### config.mk
export PLATFORM = sky130hd
export DESIGN_NAME = v2_trap_filter
export DESIGN_NICKNAME = d
export VERILOG_FILES = /design/src/rtl/v2_trap_filter.sv
export SDC_FILE = /design/constraint.sdc
export NUM_CORES = 2
export LEC_CHECK = 0
export BUFFER_PORTS_ARGS = -buffer_cell sky130_fd_sc_hd__buf_4
export CAP_MARGIN = 20
export CELL_PAD_IN_SITES_DETAIL_PLACEMENT = 0
export CELL_PAD_IN_SITES_GLOBAL_PLACEMENT = 1
export CORE_MARGIN = 2
export CORE_UTILIZATION = 55
export CTS_CLUSTER_SIZE = 16
export DETAILED_ROUTE_END_ITERATION = 7
export PLACE_DENSITY = 0.82
export SYNTH_ARGS = -nofsm -noshare
export SYNTH_HDL_FRONTEND = slang
export SYNTH_SLANG_ARGS = --single-unit
### constraint.sdc
create_clock -name clk -period 29 [get_ports clk]
set_clock_uncertainty 0.05 [all_clocks]
set_input_delay 4.35 -clock clk [delete_from_list [all_inputs] [get_ports clk]]
set_output_delay 4.35 -clock clk [all_outputs]
set_load 0.005 [all_outputs]
### src/rtl/v2_trap_filter.sv
`timescale 1ns/1ps
`default_nettype none
// ============================================================================
// Module   : v2_trap_filter
// Brief    : Streaming trapezoidal shaper with pole-zero correction
//            (d/p/r/s recursion), saturated output.
// Revision : 1.0 - initial release
// ============================================================================
module v2_trap_filter #(
    parameter int ADC_W     = 14,
    parameter int OUT_W     = 16,
    parameter int MAX_DEPTH = 64,
    parameter int ACC_W     = 32,
    parameter int K_DEF     = 8,
    parameter int L_DEF     = 5,
    parameter int M_DEF     = 16,
    parameter int SH_DEF    = 7
) (
    input  logic                          clk,
    input  logic                          reset,
    input  logic                          in_valid,
    input  logic [ADC_W-1:0]              input_data,
    output logic                          in_ready,
    input  logic [$clog2(MAX_DEPTH)-1:0]  cfg_k,
    input  logic [$clog2(MAX_DEPTH)-1:0]  cfg_l,
    input  logic [7:0]                    cfg_m,
    input  logic [4:0]                    cfg_shift,
    input  logic                          cfg_load,
    output logic                          out_valid,
    output logic signed [OUT_W-1:0]       output_data,
    output logic                          sat_flag,
    output logic                          cfg_err
);

    localparam int c_AW = $clog2(MAX_DEPTH);
    localparam logic [c_AW:0] c_SUM_MAX = (c_AW+1)'(MAX_DEPTH - 1);
    localparam logic signed [ACC_W-1:0] c_OUT_MAX = {{(ACC_W-OUT_W+1){1'b0}}, {(OUT_W-1){1'b1}}};
    localparam logic signed [ACC_W-1:0] c_OUT_MIN = {{(ACC_W-OUT_W+1){1'b1}}, {(OUT_W-1){1'b0}}};

    typedef enum logic [1:0] {
        S_FLUSH = 2'd0,
        S_FILL  = 2'd1,
        S_RUN   = 2'd2
    } state_t;

    function automatic logic signed [ACC_W-1:0] f_ext(input logic [ADC_W-1:0] v);
        return {{(ACC_W-ADC_W){1'b0}}, v};
    endfunction

    state_t                   r_state;
    logic [ADC_W-1:0]         r_ring [MAX_DEPTH];
    logic [c_AW-1:0]          r_wp;
    logic [c_AW-1:0]          r_flush_cnt;
    logic [c_AW:0]            r_fill_cnt;
    logic [c_AW-1:0]          r_k;
    logic [c_AW-1:0]          r_l;
    logic [7:0]               r_m;
    logic [4:0]               r_sh;

    logic                     r1_acc, r1_emit;
    logic [ADC_W-1:0]         r1_v, r1_vk, r1_vl, r1_vkl;
    logic                     r2_acc, r2_emit;
    logic signed [ACC_W-1:0]  r2_d;
    logic                     r3_acc, r3_emit;
    logic signed [ACC_W-1:0]  r3_d;
    logic signed [ACC_W-1:0]  r_p;
    logic signed [ACC_W-1:0]  r_s;

    logic [c_AW:0]            w_cfg_sum;
    logic                     w_cfg_legal;
    logic                     w_load_ok;
    logic                     w_accept;
    logic [c_AW:0]            w_kl;
    logic [c_AW-1:0]          w_idx_k, w_idx_l, w_idx_kl;
    logic signed [ACC_W-1:0]  w_d;
    logic signed [ACC_W-1:0]  w_m_ext;
    logic signed [ACC_W-1:0]  w_md;
    logic signed [ACC_W-1:0]  w_s_next;
    logic signed [ACC_W-1:0]  w_y;
    logic                     w_sat_hi, w_sat_lo;

    assign w_cfg_sum   = {1'b0, cfg_k} + {1'b0, cfg_l};
    assign w_cfg_legal = (cfg_k != '0) && (cfg_l != '0) && (w_cfg_sum <= c_SUM_MAX);
    assign w_load_ok   = cfg_load && w_cfg_legal;
    assign in_ready    = (r_state != S_FLUSH);
    // A legal load in the same cycle discards the sample.
    assign w_accept    = in_valid && in_ready && !w_load_ok;

    assign w_kl     = {1'b0, r_k} + {1'b0, r_l};
    assign w_idx_k  = r_wp - r_k;
    assign w_idx_l  = r_wp - r_l;
    assign w_idx_kl = r_wp - w_kl[c_AW-1:0];

    assign w_d      = f_ext(r1_v) - f_ext(r1_vk) - f_ext(r1_vl) + f_ext(r1_vkl);
    assign w_m_ext  = {{(ACC_W-8){1'b0}}, r_m};
    assign w_md     = w_m_ext * r3_d;
    assign w_s_next = r_s + r_p + w_md;
    assign w_y      = w_s_next >>> r_sh;
    assign w_sat_hi = (w_y > c_OUT_MAX);
    assign w_sat_lo = (w_y < c_OUT_MIN);

    // Ring storage carries no reset; FLUSH clears it one entry per cycle.
    always_ff @(posedge clk) begin
        if (r_state == S_FLUSH) begin
            r_ring[r_flush_cnt] <= '0;
        end else if (w_accept) begin
            r_ring[r_wp] <= input_data;
        end
    end

    always_ff @(posedge clk or negedge reset) begin
        if (!reset) begin
            r_state     <= S_FLUSH;
            r_wp        <= '0;
            r_flush_cnt <= '0;
            r_fill_cnt  <= '0;
            r_k         <= c_AW'(K_DEF);
            r_l         <= c_AW'(L_DEF);
            r_m         <= 8'(M_DEF);
            r_sh        <= 5'(SH_DEF);
            r1_acc      <= 1'b0;
            r1_emit     <= 1'b0;
            r1_v        <= '0;
            r1_vk       <= '0;
            r1_vl       <= '0;
            r1_vkl      <= '0;
            r2_acc      <= 1'b0;
            r2_emit     <= 1'b0;
            r2_d        <= '0;
            r3_acc      <= 1'b0;
            r3_emit     <= 1'b0;
            r3_d        <= '0;
            r_p         <= '0;
            r_s         <= '0;
            out_valid   <= 1'b0;
            output_data <= '0;
            sat_flag    <= 1'b0;
            cfg_err     <= 1'b0;
        end else begin
            r1_acc  <= w_accept;
            r1_emit <= w_accept && (r_state == S_RUN);
            r1_v    <= input_data;
            r1_vk   <= r_ring[w_idx_k];
            r1_vl   <= r_ring[w_idx_l];
            r1_vkl  <= r_ring[w_idx_kl];

            r2_acc  <= r1_acc;
            r2_emit <= r1_emit;
            r2_d    <= w_d;

            r3_acc  <= r2_acc;
            r3_emit <= r2_emit;
            r3_d    <= r2_d;
            if (r2_acc) begin
                r_p <= r_p + r2_d;
            end
            if (r3_acc) begin
                r_s <= w_s_next;
            end

            out_valid <= r3_emit;
            sat_flag  <= r3_emit && (w_sat_hi || w_sat_lo);
            if (r3_emit) begin
                if (w_sat_hi) begin
                    output_data <= c_OUT_MAX[OUT_W-1:0];
                end else if (w_sat_lo) begin
                    output_data <= c_OUT_MIN[OUT_W-1:0];
                end else begin
                    output_data <= w_y[OUT_W-1:0];
                end
            end

            if (w_load_ok) begin
                r_k         <= cfg_k;
                r_l         <= cfg_l;
                r_m         <= cfg_m;
                r_sh        <= cfg_shift;
                cfg_err     <= 1'b0;
                r_state     <= S_FLUSH;
                r_flush_cnt <= '0;
                r_fill_cnt  <= '0;
                r_wp        <= '0;
                r1_acc      <= 1'b0;
                r1_emit     <= 1'b0;
                r2_acc      <= 1'b0;
                r2_emit     <= 1'b0;
                r3_acc      <= 1'b0;
                r3_emit     <= 1'b0;
                out_valid   <= 1'b0;
                sat_flag    <= 1'b0;
                r_p         <= '0;
                r_s         <= '0;
            end else begin
                if (cfg_load) begin
                    cfg_err <= 1'b1;
                end
                case (r_state)
                    S_FLUSH: begin
                        r_p         <= '0;
                        r_s         <= '0;
                        r_flush_cnt <= r_flush_cnt + 1'b1;
                        if (r_flush_cnt == c_AW'(MAX_DEPTH - 1)) begin
                            r_state <= S_FILL;
                        end
                    end
                    S_FILL: begin
                        if (w_accept) begin
                            r_wp       <= r_wp + 1'b1;
                            r_fill_cnt <= r_fill_cnt + 1'b1;
                            if (r_fill_cnt == w_kl - (c_AW+1)'(1)) begin
                                r_state <= S_RUN;
                            end
                        end
                    end
                    S_RUN: begin
                        if (w_accept) begin
                            r_wp <= r_wp + 1'b1;
                        end
                    end
                    default: r_state <= S_FLUSH;
                endcase
            end
        end
    end

endmodule
`default_nettype wire

Yosys cells after proc, flatten, opt, wreduce, memory -nomap -nowiden
Memories as Yosys holds them, arrays and structs flattened. A register that Yosys moved wholly into a read port is not among the register bits.
Cells that the tools add are included.
- $add $sub $neg: 15
- $mul: 1
- order comparisons: 3
- equal/unequal tests: 8
- shifts and indexed selects: 1
- mux-type cells: 39
- reductions and logical operators: 28
- operator list (cell ; number):
    two-way mux 32 bit ; 6
    adder 32 bit ; 2
    two-way mux 6 bit ; 6
    adder 32 x 17 -> 32 bit ; 1
    greater-than comparator 32 x 16 -> 1 bit, second input constant ; 1
    < comparator 32 x 16 -> 1 bit, second input constant ; 1
    two-way mux 16 bit ; 2
    >>> shifter 32 x 5 -> 32 bit ; 1
    multiplier 9 x 17 -> 26 bit ; 1
    two-way mux 7 bit ; 3
    subtractor 6 bit ; 3
    adder 16 x 15 -> 17 bit ; 1
    two-way mux 1 bit ; 16
    subtractor 15 x 15 -> 16 bit ; 1
    subtractor 14 x 14 -> 15 bit ; 1
    adder 6 x 6 -> 7 bit ; 2
    two-way mux 14 bit ; 1
    OR reduction 14 bit ; 1
    adder 6 x 1 -> 6 bit, second input constant ; 2
    nonzero test 2 bit ; 6
    nonzero test 6 bit ; 2
    two-way mux 2 bit ; 4
    adder 7 x 1 -> 7 bit, second input constant ; 1
    equality test 7 bit ; 1
    17 further kinds ; 29
- bits in registers: 183
- bits in writable memories: 896
- bits of input ports: 43
- output and inout bits: 20
- word-level logic and storage cells: 119
- memories kept: 1
- memory list (name ; depth ; width ; read ports ; clocked after Yosys merged registers in ; wr ports ; line ; text):
    r_ring ; 64 ; 14 ; 3 ; 3 ; 1 ; 51 ; logic [ADC_W-1:0] r_ring [MAX_DEPTH];

Logic depth before layout (Yosys ltp)
- word-level depth: 11
- depth in mapped cells: 43
- mapped depth without buffers: 37

Worst setup path after synthesis
No wires, ideal clock.
- path kind: register -> register
- from: reg r_m[0]
- to: reg output_data[10]
- library setup time: 87 ps
- arrival: 8944 ps
- setup slack: 19919 ps
- cell stages (with the launch flop): 39
- path buffers: 3
- clock period less this slack: 9081 ps
- path through: dfrtp_1 > clkbuf_1 > clkbuf_1 > nand2_1 > fa_1 > inv_1 > fa_1 > inv_1 > fa_1 > fa_1 > inv_1 > ha_1 > o21ai_0 > a21oi_1 > o21ai_0 > a21boi_0 > o21ai_0 > a21boi_0 > [... 3 more ...] > a41oi_1 > nor2b_1 > xnor2_1 > fa_1 > ha_1 > clkbuf_1 > a21o_1 > a21o_1 > or2_1 > o31ai_1 > mux2_2 > a31oi_2 > a21oi_1 > or3_1 > a21o_1 > o31ai_4 > nand2_4 > o211ai_1
- word-level cells in the longest chain between the ends: 6
- elaborated cells on any way between the ends: 7
- classes of those cells: 1 x add/sub; 1 x mul; 2 x order compare; 1 x shift; 2 x mux
- RTL lines (element ; line ; text):
    start: declaration ; 57 ; logic [7:0] r_m;
    start signal: assignment ; 119 ; r_m <= 8'(M_DEF);
    start signal: assignment ; 176 ; r_m <= cfg_m;
    multiplier 9 x 17 -> 26 bit * ; 96 ; assign w_md = w_m_ext * r3_d;
    adder 32 bit * ; 97 ; assign w_s_next = r_s + r_p + w_md;
    >>> shifter 32 x 5 -> 32 bit * ; 98 ; assign w_y = w_s_next >>> r_sh;
    < comparator 32 x 16 -> 1 bit ; 100 ; assign w_sat_lo = (w_y < c_OUT_MIN);
    two-way mux 16 bit ; 166 ; end else if (w_sat_lo) begin
    two-way mux 16 bit * ; 164 ; if (w_sat_hi) begin
    end signal: assignment ; 165 ; output_data <= c_OUT_MAX[OUT_W-1:0];
    end signal: assignment ; 167 ; output_data <= c_OUT_MIN[OUT_W-1:0];
    end signal: assignment ; 169 ; output_data <= w_y[OUT_W-1:0];
    end: declaration ; 30 ; output logic signed [OUT_W-1:0] output_data,
Every way passes the cells marked *; elsewhere a longest branch is shown, timed or not.
A chain may end at the register's enable or synchronous reset.

Worst setup path after layout
- from: reg r_m[0]
- to: reg output_data[6]
Same word-level chain as after synthesis.

==> flow_summary_export.csv <==
group,metric,value,unit
run_status,status,"finished clean",
timing,hold_viol,0,
floorplan,start_util,55.5,%
logic_synthesis,synth_top_area_share,38.6,%
timing,slew_viol_final,0,
cts,cts.sinks,1121,
cts,cts_buffers,119,
logic_synthesis,synth.avg_cell_area,15.2,um^2
hold_path,hp-class,"reg2reg",
final_layout,most-common-layout-cells,"edfxtp_1, mux4_2, inv_1",
placed_design,dp_hpwl,134000,um
logic_synthesis,ys_warn_count,0,
route,ant_nets,0,
logic_synthesis,synth_area_leaders,"edfxtp_1, mux4_2, dfrtp_1, fa_1, ha_1",
cts,post_cts_resized,0,
global_route,antenna_found_initial,5,
timing,slew_headroom,20.8,%
floorplan,rows,130,
timing,fmax,0.0952,GHz
timing,hold-worst-slack,0.395,ns
cts,clock_path_buffers,3,
worst_setup_path,crit_path_max_incr_delay,0.86,ns
placed_design,dp_slack,18.58,ns
cts,clk_latency,0.79,ns
logic_synthesis,synth_cells,4581,
logic_synthesis,synth_area_leader_cell,"edfxtp_1",
cts,tritoncts,"built",
logic_synthesis,ys_ff_latch,1121,
logic_synthesis,synth_compound_area_share,6.16,%
hold_path,min_path_cells,0,
worst_setup_path,slowest_stage,"xor2_1",
global_route,grt_pass1_vias,45600,
worst_setup_path,rrSetupSlack,18.50,ns
cts,post_cts_buffers,0,
final_layout,multi_input_area,35200,um^2
final_layout,num-nets-final,4969,
logic_synthesis,synth_ff_type,"edfxtp_1",
logic_synthesis,synth-seq-area-share,46.7,%
timing,min_period_over_period,36.2,%
timing,period_needed,10.50,ns
floorplan,die-area,130000,um^2
global_route,grt_util_all_layers,32.7,%
final_layout,layout_commonest_cell,"edfxtp_1",
timing,rsz0062_at_grt,"no",
floorplan,die_y,360,um
logic_synthesis,synth_fa_ha_area_share,7.72,%
logic_synthesis,synth-simple-area-share,5.63,%
logic_synthesis,synthMuxAreaShare,29.0,%
worst_setup_path,path_class,"reg2reg",
placed_design,gp_congestion,0.934,
worst_setup_path,cp-end-kind,"flop",
timing,worstMarginPinSlew,1.18,ns
route,viasPerCell,7.12,
logic_synthesis,synth_xor_area_share,1.65,%
cts,path_clk_slew,0.06,ns
floorplan,coreArea,126000,um^2
worst_setup_path,start_kind,"flop",
route,vias,45200,
hold_path,hp-start,"r2_d[0]$_DFF_PN0_",
worst_setup_path,crit_top_cell,"fa_1",
cts,ctsHoldBuffers,0,
logic_synthesis,synthArstFlopShare,20.1,%
route,drc,0,
timing,setup_ws,18.50,ns
global_route,grt_max_degree,130,
placed_design,place_inst,6115,
worst_setup_path,crit_arrival,11.09,ns
worst_setup_path,worstPathMaxFanout,18,
final_layout,syn_to_final_growth,9.68,%
job,drv_cap,0,
final_layout,finalNonFillerCells,6343,
floorplan,io_pins,63,
floorplan,die_w,360,um
route,post_drt_wl_per_cell,32.9,um
global_route,gr-total-overflow,0,
logic_synthesis,synth_edf_count,896,
worst_setup_path,worstPathRequired,29.59,ns
final_layout,n_fill_cell,9196,
cts,htreeDepth,3,
logic_synthesis,synth_nets,4961,
final_layout,register_area,32500,um^2
logic_synthesis,netlist_area,69700,um^2
placed_design,numPortBuffers,62,
final_layout,drive_gt1_share,28.6,%
worst_setup_path,reg2reg_to,"output_data[6]$_DFFE_PN0P_",
timing,finalSetupTns,0,ns
cts,clockRootBuffer,"clkbuf_16",
route,dr.pass1.iters,6,
logic_synthesis,synth_top_family_by_area,"multiplexers",
global_route,grt_pass1_wl,308000,um
timing,setup_viol,0,
hold_path,min_to,"r3_d[0]$_DFF_PN0_",
route,wirelength,209000,um
logic_synthesis,yosys.cell_types.count,92,
worst_setup_path,reg2reg_from,"r_m[0]$_DFFE_PN0P_",
worst_setup_path,reg2reg_depth,35,
route,drtIter0Drc,6229,
## final cells by class
class / count / share of cell area [%]
clock inverter: 74 / 1.07
sequential: 1121 / 42.5
clock buffer: 150 / 4.22
timing repair buffer: 194 / 2.08
multi-input combinational: 2883 / 46.1
tap: 1650 / 2.70
inverter: 270 / 1.32
antenna: 1 / 0.00327
## Yosys cell counts (9+ instances only)
cell and n:
nor2b_1 61, o21bai_1 12, o31ai_1 16, mux4_2 849, or3_1 15, a31oi_1 21
buf_1 88, a22o_1 26, nand2_1 244, mux2i_1 99, and3_1 17, ha_1 181
xnor2_1 86, a21o_1 43, nand2b_1 15, xor2_1 40, o21ai_0 108, buf_2 9
o21a_1 26, nand3_1 46, mux2_2 9, clkbuf_1 203, nor3_1 25, and4_1 9
edfxtp_1 896, a211oi_1 69, o211ai_1 24, o22ai_1 13, a21boi_0 17, and2_1 99
dfrtp_1 218, nor2_1 235, fa_1 156, a21oi_1 172, nand4_1 22, inv_1 268
## critical path: cells and delay by family, from the launching register on
family	cells	cell delay (ns)
XOR/XNOR	2	1.04
adder cells (fa/ha/maj)	7	3.20
flip-flops	1	0.66
AO/OA/AOI/OAI	17	4.18
AND/OR/NAND/NOR	6	1.14
buffers and inverters	3	0.14
## cell families after synthesis
logic type | count (synthesis)
adder cells (fa/ha/maj) | 337
buffers and inverters | 577
flip-flops | 1121
multiplexers | 957
XOR/XNOR | 128
AO/OA/AOI/OAI | 639
AND/OR/NAND/NOR | 822
## sequential cells by signal, summed over array words and instances, names as in the netlist, 2 cells and up
name / cells
r_ring: 896
r_p: 32
r_s: 32
r2_d: 17
r3_d: 17
output_data: 16
r1_v: 14
r1_vk: 14
r1_vkl: 14
r1_vl: 14
r_m: 8
r_fill_cnt: 7
r_flush_cnt: 6
r_k: 6
r_l: 6
r_wp: 6
r_sh: 5
r_state: 2
## layer usage
| metal | track usage, % | up-vias | part of all wire (%) |
|---|---|---|---|
| li1 | - | 18300 | - |
| met1 | 43.2 | 23200 | 35 |
| met2 | 51.7 | 2992 | 47 |
| met3 | 8.06 | 594 | 12 |
| met4 | 14.7 | 8 | 5.4 |
| met5 | 0 | - | 0.026 |
## worst max-delay path by stage
stage | to | slack [ns] | depth (start not counted) | start
after floorplan | output_data[10]$_DFFE_PN0P_ | 19.92 | 38 | r_m[0]$_DFFE_PN0P_
after global placement | output_data[10]$_DFFE_PN0P_ | 18.78 | 35 | r_m[0]$_DFFE_PN0P_
after detailed placement | output_data[4]$_DFFE_PN0P_ | 18.58 | 36 | r_m[0]$_DFFE_PN0P_
after CTS | output_data[7]$_DFFE_PN0P_ | 18.55 | 36 | r_m[0]$_DFFE_PN0P_
after global routing | output_data[7]$_DFFE_PN0P_ | 17.60 | 37 | r_m[0]$_DFFE_PN0P_
final | output_data[6]$_DFFE_PN0P_ | 18.50 | 35 | r_m[0]$_DFFE_PN0P_
## through the flow
step                utilization (%)  cell area [um^2]
finish                         60.8             76500
global route                   60.8             76500
CTS                            60.8             76400
detailed placement             57.6             72400
global placement               57.5             72300
floorplan                         -             69700
Power is left out: the tool's default activity adds up to more than one toggle a clock period on the data nets, which glitch-free logic cannot reach.
